$ cat src/rtl/mem_pkg.sv
// Shared types and sizes for the memory request controller slice.
package mem_pkg;

  localparam int ADDR_W = 3;
  localparam int DATA_W = 8;
  localparam int DEPTH  = 8;  // must equal 2**ADDR_W

  typedef logic [ADDR_W-1:0] addr_t;
  typedef logic [DATA_W-1:0] data_t;

  typedef enum logic [2:0] {
    IDLE = 3'd0,
    WR   = 3'd1,
    RD   = 3'd2,
    RSP  = 3'd3,
    CLR  = 3'd4
  } ctrl_state_t;

endpackage

$ cat src/rtl/sat_counter.sv
// Saturating up-counter: counts inc pulses, sticks at all-ones, cleared synchronously.
module sat_counter #(
  parameter int W = 16
) (
  input  logic         clk,
  input  logic         clear,
  input  logic         inc,
  output logic [W-1:0] count
);

  logic [W-1:0] count_q;
  logic [W-1:0] count_d;

  // Next count: advance only when not already at the ceiling.
  always_comb begin
    count_d = count_q;
    if (inc && (count_q != {W{1'b1}})) begin
      count_d = count_q + {{(W-1){1'b0}}, 1'b1};
    end
  end

  // Count register with synchronous clear.
  always_ff @(posedge clk) begin
    if (clear) begin
      count_q <= '0;
    end else begin
      count_q <= count_d;
    end
  end

  assign count = count_q;

endmodule

$ cat src/rtl/mem_req_ctrl.sv
// Request-side controller for the 8x8 negedge memory: serialises single-beat
// read/write requests onto the memory port, returns read data on a response
// channel, and runs a one-shot clear of every location.
//
// Handshakes: a transfer happens on a posedge where valid and ready are both
// high; valid, once raised by a producer, is held with its payload stable
// until that edge, and ready never depends on valid.
module mem_req_ctrl
  import mem_pkg::*;
#(
  parameter int CNT_W = 16
) (
  input  logic              clk,
  input  logic              reset,
  input  logic              req_valid,
  output logic              req_ready,
  input  logic              req_we,
  input  logic [ADDR_W-1:0] req_addr,
  input  logic [DATA_W-1:0] req_wdata,
  output logic              rsp_valid,
  input  logic              rsp_ready,
  output logic [DATA_W-1:0] rsp_rdata,
  output logic [ADDR_W-1:0] rsp_addr,
  input  logic              clear_start,
  output logic              clear_busy,
  output logic              mem_op,
  output logic [ADDR_W-1:0] mem_addr,
  output logic [DATA_W-1:0] mem_wdata,
  input  logic [DATA_W-1:0] mem_rdata,
  output logic [CNT_W-1:0]  wr_cnt,
  output logic [CNT_W-1:0]  rd_cnt,
  output logic [2:0]        dbg_state
);

  ctrl_state_t state_q, state_d;
  logic        mem_op_q, mem_op_d;
  addr_t       mem_addr_q, mem_addr_d;
  data_t       mem_wdata_q, mem_wdata_d;
  logic        rsp_valid_q, rsp_valid_d;
  data_t       rsp_rdata_q, rsp_rdata_d;
  addr_t       rsp_addr_q, rsp_addr_d;
  addr_t       clr_ptr_q, clr_ptr_d;
  logic        wr_inc;
  logic        rd_inc;

  // Next-state and registered memory-port values for every controller state.
  always_comb begin
    state_d     = state_q;
    mem_op_d    = mem_op_q;
    mem_addr_d  = mem_addr_q;
    mem_wdata_d = mem_wdata_q;
    rsp_valid_d = rsp_valid_q;
    rsp_rdata_d = rsp_rdata_q;
    rsp_addr_d  = rsp_addr_q;
    clr_ptr_d   = clr_ptr_q;
    wr_inc      = 1'b0;
    rd_inc      = 1'b0;
    case (state_q)
      IDLE: begin
        // Idle cycles present a harmless read to the memory.
        mem_op_d = 1'b0;
        if (clear_start) begin
          // Clear wins over a simultaneous request.
          state_d     = CLR;
          clr_ptr_d   = '0;
          mem_op_d    = 1'b1;
          mem_addr_d  = '0;
          mem_wdata_d = '0;
        end else if (req_valid && req_we) begin
          state_d     = WR;
          mem_op_d    = 1'b1;
          mem_addr_d  = req_addr;
          mem_wdata_d = req_wdata;
          wr_inc      = 1'b1;
        end else if (req_valid) begin
          state_d    = RD;
          mem_addr_d = req_addr;
          rsp_addr_d = req_addr;
        end
      end
      WR: begin
        // The memory has committed the write at the mid-cycle negedge.
        mem_op_d = 1'b0;
        state_d  = IDLE;
      end
      RD: begin
        // mem_rdata was refreshed at the mid-cycle negedge.
        rsp_rdata_d = mem_rdata;
        rsp_valid_d = 1'b1;
        state_d     = RSP;
      end
      RSP: begin
        if (rsp_ready) begin
          rsp_valid_d = 1'b0;
          rd_inc      = 1'b1;
          state_d     = IDLE;
        end
      end
      CLR: begin
        if (clr_ptr_q != addr_t'(DEPTH - 1)) begin
          clr_ptr_d   = clr_ptr_q + addr_t'(1);
          mem_addr_d  = clr_ptr_q + addr_t'(1);
          mem_wdata_d = '0;
          mem_op_d    = 1'b1;
        end else begin
          mem_op_d = 1'b0;
          state_d  = IDLE;
        end
      end
      default: begin
        state_d  = IDLE;
        mem_op_d = 1'b0;
      end
    endcase
  end

  // State and output registers; reset aborts any in-flight operation.
  always_ff @(posedge clk) begin
    if (reset) begin
      state_q     <= IDLE;
      mem_op_q    <= 1'b0;
      mem_addr_q  <= '0;
      mem_wdata_q <= '0;
      rsp_valid_q <= 1'b0;
      rsp_rdata_q <= '0;
      rsp_addr_q  <= '0;
      clr_ptr_q   <= '0;
    end else begin
      state_q     <= state_d;
      mem_op_q    <= mem_op_d;
      mem_addr_q  <= mem_addr_d;
      mem_wdata_q <= mem_wdata_d;
      rsp_valid_q <= rsp_valid_d;
      rsp_rdata_q <= rsp_rdata_d;
      rsp_addr_q  <= rsp_addr_d;
      clr_ptr_q   <= clr_ptr_d;
    end
  end

  sat_counter #(.W(CNT_W)) u_wr_cnt (
    .clk   (clk),
    .clear (reset),
    .inc   (wr_inc),
    .count (wr_cnt)
  );

  sat_counter #(.W(CNT_W)) u_rd_cnt (
    .clk   (clk),
    .clear (reset),
    .inc   (rd_inc),
    .count (rd_cnt)
  );

  assign req_ready  = (state_q == IDLE) && !clear_start;
  assign clear_busy = (state_q == CLR);
  assign mem_op     = mem_op_q;
  assign mem_addr   = mem_addr_q;
  assign mem_wdata  = mem_wdata_q;
  assign rsp_valid  = rsp_valid_q;
  assign rsp_rdata  = rsp_rdata_q;
  assign rsp_addr   = rsp_addr_q;
  assign dbg_state  = state_q;

endmodule
$ cat config.mk
export PLATFORM = sky130hd
export DESIGN_NAME = mem_req_ctrl
export DESIGN_NICKNAME = d
export VERILOG_FILES = /design/src/rtl/mem_pkg.sv /design/src/rtl/sat_counter.sv /design/src/rtl/mem_req_ctrl.sv
export SDC_FILE = /design/constraint.sdc
export NUM_CORES = 1
export LEC_CHECK = 0
export ABC_AREA = 1
export CAP_MARGIN = 5
export CELL_PAD_IN_SITES_DETAIL_PLACEMENT = 1
export CELL_PAD_IN_SITES_GLOBAL_PLACEMENT = 2
export CORE_ASPECT_RATIO = 1.2
export CORE_MARGIN = 8
export CORE_UTILIZATION = 23
export DETAILED_ROUTE_END_ITERATION = 8
export GPL_ROUTABILITY_DRIVEN = 0
export GPL_TIMING_DRIVEN = 1
export PLACE_DENSITY = 0.83
export SYNTH_ARGS = -nofsm -noshare
export SYNTH_HDL_FRONTEND = slang
export SYNTH_SLANG_ARGS = --single-unit
$ cat constraint.sdc
create_clock -name clk -period 1.65 [get_ports clk]
set_clock_uncertainty 0.2 [all_clocks]
set_input_delay 0.2475 -clock clk [delete_from_list [all_inputs] [get_ports clk]]
set_output_delay 0.2475 -clock clk [all_outputs]
set_load 0.05 [all_outputs]
==> results.md <==
- Sequential power share: 36.4%
- Register area: 1330 sq um
- Syn Nets: 491
- Sw Share: 30.8%
- Top FF cell, synth: dfxtp_1
- IO buf count: 85
- Area delta synth->final: 94.3%
- Vias per cell: 4.61
- Crit Path Max Fanout: 7
- Cells after Synth: 462
- Core area: 13,200 sq um
- Yosys Warn Count: 0
- Crit. Startpoint: u_wr_cnt.count[1]
- Num rows: 46
- Psw: 1.41 mW
- #FFs+latches synth: 62
- Leakage: 2.25 nW
- Slowest cell on the critical path: dfxtp_4
- Via count: 3,607
- Largest net degree at the start of global routing: 47
- DP HPWL: 8.58 mm
- Setup TNS: -0.127 ns
- Root Buffer: clkbuf_16
- Die height: 143 um
- Layout Utilization: 45.6%
- Maxcap violations: 0
- Synth area leader: dfxtp_1
- Initial Util: 23.5%
- Total CTS buffers: 9
- Synth top area share: 40.1%
- GRT overflow: 0
- Kind of cell adding the most delay to the critical path: simple AND/OR/NAND/NOR gates
- H-tree levels: 3
- CTS hold repair buffers: 0
- Share of the yosys chip area belonging to registers: 40.1%
- Area of the multi-input gates: 2060 sq um
- Pint: 3.17 mW
- Routed WL: 11.9 mm
- Tot GR Track Use: 13.4%
- Peak VDD IR: 0.471 mV
- Die area: 17,400 sq um
- Clock transition at path regs: 0.05 ns
- Rel. slew slack: 82.6%
- Hold WS: 0.195 ns
- Critical-path cell list: ha_4 -> inv_4 -> nor2_4 -> nand2_2 -> nor2_4 -> buf_12 -> nand2_8 -> nand2_4 -> nand2_1 -> nand2_1 -> nor2_1
- Pre-CTS setup slack: -0.308 ns
- Worst r2r path cells: 11
- DRT Pass-1 Iters: 4
- Crit path largest cell delay: 0.35 ns
- Fill cells: 1,512
- Count of cell types in the netlist: 28
- Slew Viols, Final: 0
- Fin worst setup slack: -0.0381 ns
- EDFF count, synth: 0
- Clk buf depth: 2
- CP startpoint kind: flop
- Minimum clock period: 1.69 ns
- CTS tree: yes
- Finished layout cell area: 6010 sq um
- Power Density: 761 nW/um^2
- Final setup fails: 5
- Clock power share: 37.5%
- Cell depth of the worst setup path: 11
- F_max: 0.592 GHz
- Post-synth ARST share: 0%
- Combinational share of power: 26.1%
- Outcome: finished, violations left
- Worst EP required: 1.67 ns
- RSZ-0062 raised after global routing: true
- Period utilization: 102%
- Reg-to-reg startpoint: u_wr_cnt.count[1]
- Clk sinks: 62
- Crit end category: flop
- Avg Inst Size Synth: 6.70 sq um
- Commonest cells post-synth: nand2_1, nor2_1, dfxtp_1
- Initial antenna violation count: 0
- HP Start: clear_start
- Drt drc: 0
- Clk_lat worst skew: 0.33 ns
- Number of buffers and inverters on the critical path: 2
- Failing checks: negative setup slack
- Worst-margin pin slew: 0.260 ns
- Vias in the first global route: 3,799
- Worst hold path depth: 3
- Routed wire per std cell: 15.3 um
- 1st-iter DRT viols: 87
- Nets@finish: 639
- Post-Syn Area: 3100 sq um
- Die width: 122 um
- Hold Crit Class: in2reg
- Top cells by area in the synthesized netlist: dfxtp_1, nand2_1, nor2_1
- Share of layout cells above drive strength 1: 43.3%
- Hold Violations, Final: 0
- Final ANT Viol Nets: 0
- Worst path arrival time: 1.71 ns
- Placed cell areas: 5240 sq um
- Setup CP Type: reg2reg
- I/O pins: 86
- First-pass GRT wire length: 18.7 mm
- Antenna Cells: 0
-- registers in the layout, indices dropped and copies added (netlist names) --
name / flops
rsp_addr: 3
u_rd_cnt.count: 16
mem_addr: 3
clr_ptr_q: 3
dbg_state: 3
u_wr_cnt.count: 16
rsp_valid: 1
mem_op: 1
mem_wdata: 8
rsp_rdata: 8
-- cell usage in the layout, fill, tap and decap left out, types with 20 or more instances in the layout --
cell type,instances
inv_1,24
nand3_1,24
a21oi_1,20
nor2_1,90
o21ai_0,20
dfxtp_1,26
buf_4,51
nand2_1,96
clkdlybuf4s50_1,23
buf_12,66
-- cell families after synthesis --
logic type	Yosys count	share of synthesized area [%]
DFF	62	40.1
adders and majority gates	4	1.62
buffers and inverters	46	6.71
xor gates and xnor gates	1	0.283
AOI/OAI and AO/OA	67	11.2
and+or+nand+nor	282	40.1
-- routing by layer --
layer	GRT usage [%]	vias up	share of wire [%]
li1	-	1795	-
met1	13.4	1727	38
met2	24.6	66	55
met3	3.83	19	5.2
met4	6.64	0	2.0
met5	0	-	0
-- power groups by stage --
| stage | Sequential, mW | Clock (mW) | Combinational, mW |
|---|---|---|---|
| floorplan | 1.88 | 0 | 0.320 |
| CTS | 1.66 | 1.77 | 1.12 |
| detailed placement | 1.69 | 0 | 1.07 |
| global placement | 1.68 | 0 | 1.06 |
| finish | 1.67 | 1.72 | 1.19 |
| global route | 1.68 | 1.84 | 1.27 |
-- path summary, 6_finish.rpt --
path | endpoint | slack (ns)
max | u_wr_cnt.count[8] | -0.04
min | dbg_state[2] | 0.19
max reg2reg | u_wr_cnt.count[8] | -0.04
min reg2reg | mem_wdata[1] | 0.30
-- worst min-delay path, cell delays in order --
cell and delay, ns:
dlymetal6s2s_1 0.19, nand3_1 0.16, a21oi_1 0.08
-- area by class of cell --
type	instances	share of cell area (%)
inverter	34	2.45
clock buffer	14	4.22
timing repair buffer	146	33.3
tap	168	3.49
sequential	62	22.1
multi-input combinational	357	34.2
clock inverter	2	0.166
-- per-stage QoR --
stage / total power, mW / instances
finish: 4.58 / 783
global route: 4.79 / 783
CTS: 4.56 / 773
detailed placement: 2.76 / 751
global placement: 2.74 / 751
floorplan: 2.20 / 462
-- what timing repair did --
item,CTS,global route
pin swaps,7,26
endpoints found under the setup margin,24,40
endpoints found under the hold margin,0,0
gates resized for setup,13,78
setup buffers,5,8
cloned,1,2
Note: power is estimated with default switching activity, not from simulation.
==> edit 1 (config.mk and constraints unchanged) <==
Put a register stage on the output `wr_cnt`. The value now appears one clock later. The other outputs are not delayed to match.
--- a/src/rtl/mem_req_ctrl.sv
+++ b/src/rtl/mem_req_ctrl.sv
@@ -33,2 +33,4 @@
 );
+
+  logic [CNT_W-1:0] wr_cnt_d;
 
@@ -143,3 +145,3 @@
     .inc   (wr_inc),
-    .count (wr_cnt)
+    .count (wr_cnt_d)
   );
@@ -163,2 +165,6 @@
 
+  always_ff @(posedge clk) begin
+    wr_cnt <= wr_cnt_d;
+  end
+
 endmodule
Check against the original RTL: not equivalent (a bounded check fails within 4 cycles, from zero or initial values and one cycle with reset high).
==> edit 1 against the original RTL <==
The flow still finishes with violations (setup timing). Final area increased by 7.2%. Setup slack improved by 0.0081 ns. Sequential share of layout area increased by 3.4 points. Sequential cell count increased by 16. Global-route usage decreased by 0.64 points. Area after synthesis increased by 9.1%. Count of clock-buffer cells in the layout decreased by 4. Power increased by 26%. Wire length increased by 8.5%. Via count increased by 4.4%. Critical path type is now reg2out.
==> edit 1: results (changes against the original RTL) <==
Route
  • Wire per inst: 16.0 um (was 15.3 um)
  • Met3 WL: 867 um (was 626 um)
  • Drt initial violations: 109 (was 87)
  • Vias: 3764 (was 3607)
  • WL final: 13000 um (was 11900 um)

Clocking
  • Setup Buffers After CTS: 9 (was 5)

Global route
  • First-pass GRT wire length: 19300 um (was 18700 um)
  • Met3 usage: 0.0501 (was 0.0383)
  • Largest net degree at the start of global routing: 20 (was 47)
  • GRT met1 Usage: 0.135 (was 0.134)
  • Number of global-route vias before repair: 3861 (was 3799)

Worst setup path
  • Crit-path leading delay family: flip-flops (was simple AND/OR/NAND/NOR gates)
  • Crit path DAT: 1.23 ns (was 1.71 ns)
  • Worst r2r dst: u_wr_cnt.count[9] (was u_wr_cnt.count[8])
  • Max incr delay on CP: 0.37 ns (was 0.35 ns)
  • Maximum fanout along the worst path: 5 (was 7)

Min path
  • HP Class: reg2reg (was in2reg)

Synth
  • Synthesized area per cell: 7.05 um^2 (was 6.70 um^2)
  • Most frequent cells after synthesis: nor2_1 (108), nand2_1 (105), dfxtp_1 (78) (was nand2_1 (107), nor2_1 (107), dfxtp_1 (62))
  • Compound-Gate Fraction of Synth Area: 0.105 (was 0.112)

Cells and area
  • Fraction of area in multi-input gates: 0.328 (was 0.342)
  • Inverters: 44 (was 34)
  • NonClk Buf Share: 0.299 (was 0.333)
  • Fill count: 1617 (was 1512)
  • Clock network area share: 0.0565 (was 0.0439)
  • Fraction of area in registers: 0.255 (was 0.221)

STA
  • Worst hold margin: 0.177 ns (was 0.195 ns)
  • Slew margin rel.: 0.758 (was 0.826)
  • Final setup margin: -0.0300 ns (was -0.0381 ns)
  • Count of final setup violators: 3 (was 5)

Run status
  • Failing checks: setup timing (unchanged)
  • Outcome: finished with violations (unchanged)

Pwr
  • VDD IR-drop max: 0.543 mV (was 0.471 mV)
==> edit 1: how the worst min path moves through the flow <==
| stage | to | cells after the start | from |
|---|---|---|---|
| floorplan | dbg_state[2] | 1 | reset |
| global placement | wr_cnt[15] | 0 | u_wr_cnt.count[15] |
| detailed placement | wr_cnt[15] | 0 | u_wr_cnt.count[15] |
| CTS | wr_cnt[15] | 0 | u_wr_cnt.count[15] |
| global route | wr_cnt[15] | 0 | u_wr_cnt.count[15] |
| finish | wr_cnt[15] | 0 | u_wr_cnt.count[15] |
==> edit 1: power breakdown <==
| group | total, W | leakage [nW] | internal (W) | switching, W |
|---|---|---|---|---|
| Combinational | 0.00124 | 1.69 | 0.000571 | 0.000664 |
| Clock | 0.00246 | 0.179 | 0.00158 | 0.000882 |
| Sequential | 0.00205 | 0.653 | 0.00195 | 0.000102 |
| Total | 0.00575 | 2.52 | 0.00410 | 0.00165 |
==> edit 2 (same settings) <==
Without the edit above. The package constant `DATA_W` goes from 8 to 12.
--- a/src/rtl/mem_pkg.sv
+++ b/src/rtl/mem_pkg.sv
@@ -4,3 +4,3 @@
   localparam int ADDR_W = 3;
-  localparam int DATA_W = 8;
+  localparam int DATA_W = 12;
   localparam int DEPTH  = 8;  // must equal 2**ADDR_W
Ports: changed (resized mem_rdata, mem_wdata, req_wdata and rsp_rdata); port bits go from 86 to 102. No check against the original RTL was run, so the function may have changed too.
==> edit 2 against the original RTL <==
The flow still finishes with violations (setup timing). Largest power group unchanged. Maximum frequency shrank 2.9%. Sequential power is 13% higher. Wire length grew 11%. Power rose by 17%. Area after synthesis increased by 8.0%. Sequential cell count grew 8. Setup slack got worse by 0.050 ns. Highest routed layer unchanged. Final area up 8.1%.
==> edit 2: results (changes against the original RTL) <==
STA
  • TNS Setup: -0.353 ns (was -0.127 ns)
  • Final setup margin: -0.0880 ns (was -0.0381 ns)
  • Worst hold margin: 0.294 ns (was 0.195 ns)
  • Count of final setup violators: 20 (was 5)
  • Slew margin rel.: 0.738 (was 0.826)

Worst setup path
  • Maximum fanout along the worst path: 3 (was 7)
  • R2r worst-path depth: 8 (was 11)
  • Crit-path leading delay family: flip-flops (was simple AND/OR/NAND/NOR gates)
  • Crit path DAT: 1.29 ns (was 1.71 ns)
  • Reg2Reg Launch Point: u_wr_cnt.count[4] (was u_wr_cnt.count[1])
  • Worst r2r dst: u_wr_cnt.count[2] (was u_wr_cnt.count[8])

Cells and area
  • Fill count: 1661 (was 1512)
  • Share of cells above drive strength 1: 0.416 (was 0.433)
  • Nets: 698 (was 639)

Clocking
  • Post_cts resized: 20 (was 13)
  • Setup Buffers After CTS: 6 (was 5)

Global route
  • GR Util All Layers: 0.136 (was 0.134)
  • Largest net degree at the start of global routing: 32 (was 47)
  • Number of global-route vias before repair: 4170 (was 3799)
  • First-pass GRT wire length: 20600 um (was 18700 um)

Synth
  • Sequential share of the synthesized area: 0.419 (was 0.401)
  • Most frequent cells after synthesis: nand2_1 (113), nor2_1 (110), dfxtp_1 (70) (was nand2_1 (107), nor2_1 (107), dfxtp_1 (62))
  • Top post-synthesis cells by area: dfxtp_1 (42%), nand2_1 (13%), nor2_1 (12%) (was dfxtp_1 (40%), nand2_1 (13%), nor2_1 (13%))
  • Syn Nets: 535 (was 491)

Min path
  • Hold_sp: req_wdata[3] (was clear_start)
  • Hold Path End: mem_wdata[3] (was dbg_state[2])

Route
  • Drt initial violations: 114 (was 87)
  • Via-per-instance ratio: 4.67 (was 4.61)

Pwr
  • Pint: 0.00373 W (was 0.00317 W)
  • Leak: 2.47 nW (was 2.25 nW)
  • VDD IR-drop max: 0.419 mV (was 0.471 mV)

Place
  • DP Worst Slack: -0.338 ns (was -0.308 ns)
  • Post-DP HPWL: 9560 um (was 8580 um)

Run status
  • Outcome: finished with violations (unchanged)
  • Failing checks: setup timing (unchanged)
edit 2: cell type report:
cell class                 count  area share
timing repair buffer         166       0.344
multi-input combinational    378       0.323
sequential                    70       0.228
clock buffer                   9      0.0346
tap                          175      0.0337
inverter                      36      0.0227
clock inverter                 7      0.0137
edit 2: kinds of logic (layout without fill, tap and decap cells):
logic type      Yosys count  count (layout)  synth area share
simple gates            298             301             0.378
compound gates           70              70             0.107
flops                    70              70             0.419
buf+inv                  53             218            0.0729
fa+ha+maj                 4               4            0.0150
xor+xnor                  3               3           0.00786
edit 2: power by group through the flow:
| stage | clock [W] | combinational [W] | sequential, W |
|---|---|---|---|
| after floorplan | 0 | 0.000350 | 0.00216 |
| after global placement | 0 | 0.00126 | 0.00191 |
| after detailed placement | 0 | 0.00129 | 0.00192 |
| after CTS | 0.00214 | 0.00135 | 0.00189 |
| after global routing | 0.00220 | 0.00145 | 0.00189 |
| final | 0.00208 | 0.00137 | 0.00188 |
edit 2: worst max-delay path by stage:
stage	start	endpoint	slack (ns)
floorplan	u_wr_cnt.count[1]	u_wr_cnt.count[11]	-0.02
finish	dbg_state[0]	req_ready	-0.09
CTS	dbg_state[0]	req_ready	-0.1
global placement	req_valid	u_wr_cnt.count[15]	-0.26
detailed placement	req_valid	u_wr_cnt.count[15]	-0.34
global route	u_rd_cnt.count[0]	u_rd_cnt.count[3]	-0.14
edit 2: stage by stage:
stage	cells	instance area [um^2]
6_report	841	6500
5_1_grt	841	6500
4_1_cts	836	6170
3_5_place_dp	812	5720
3_3_place_gp	812	5720
2_1_floorplan	498	3490
edit 2: per-layer routing:
metal  wire [um]  share of wire  track usage
met4         267          0.020       0.0524
met3         523          0.040       0.0304
met1        5130           0.39        0.137
met5           0              0            0
met2        7290           0.55        0.266
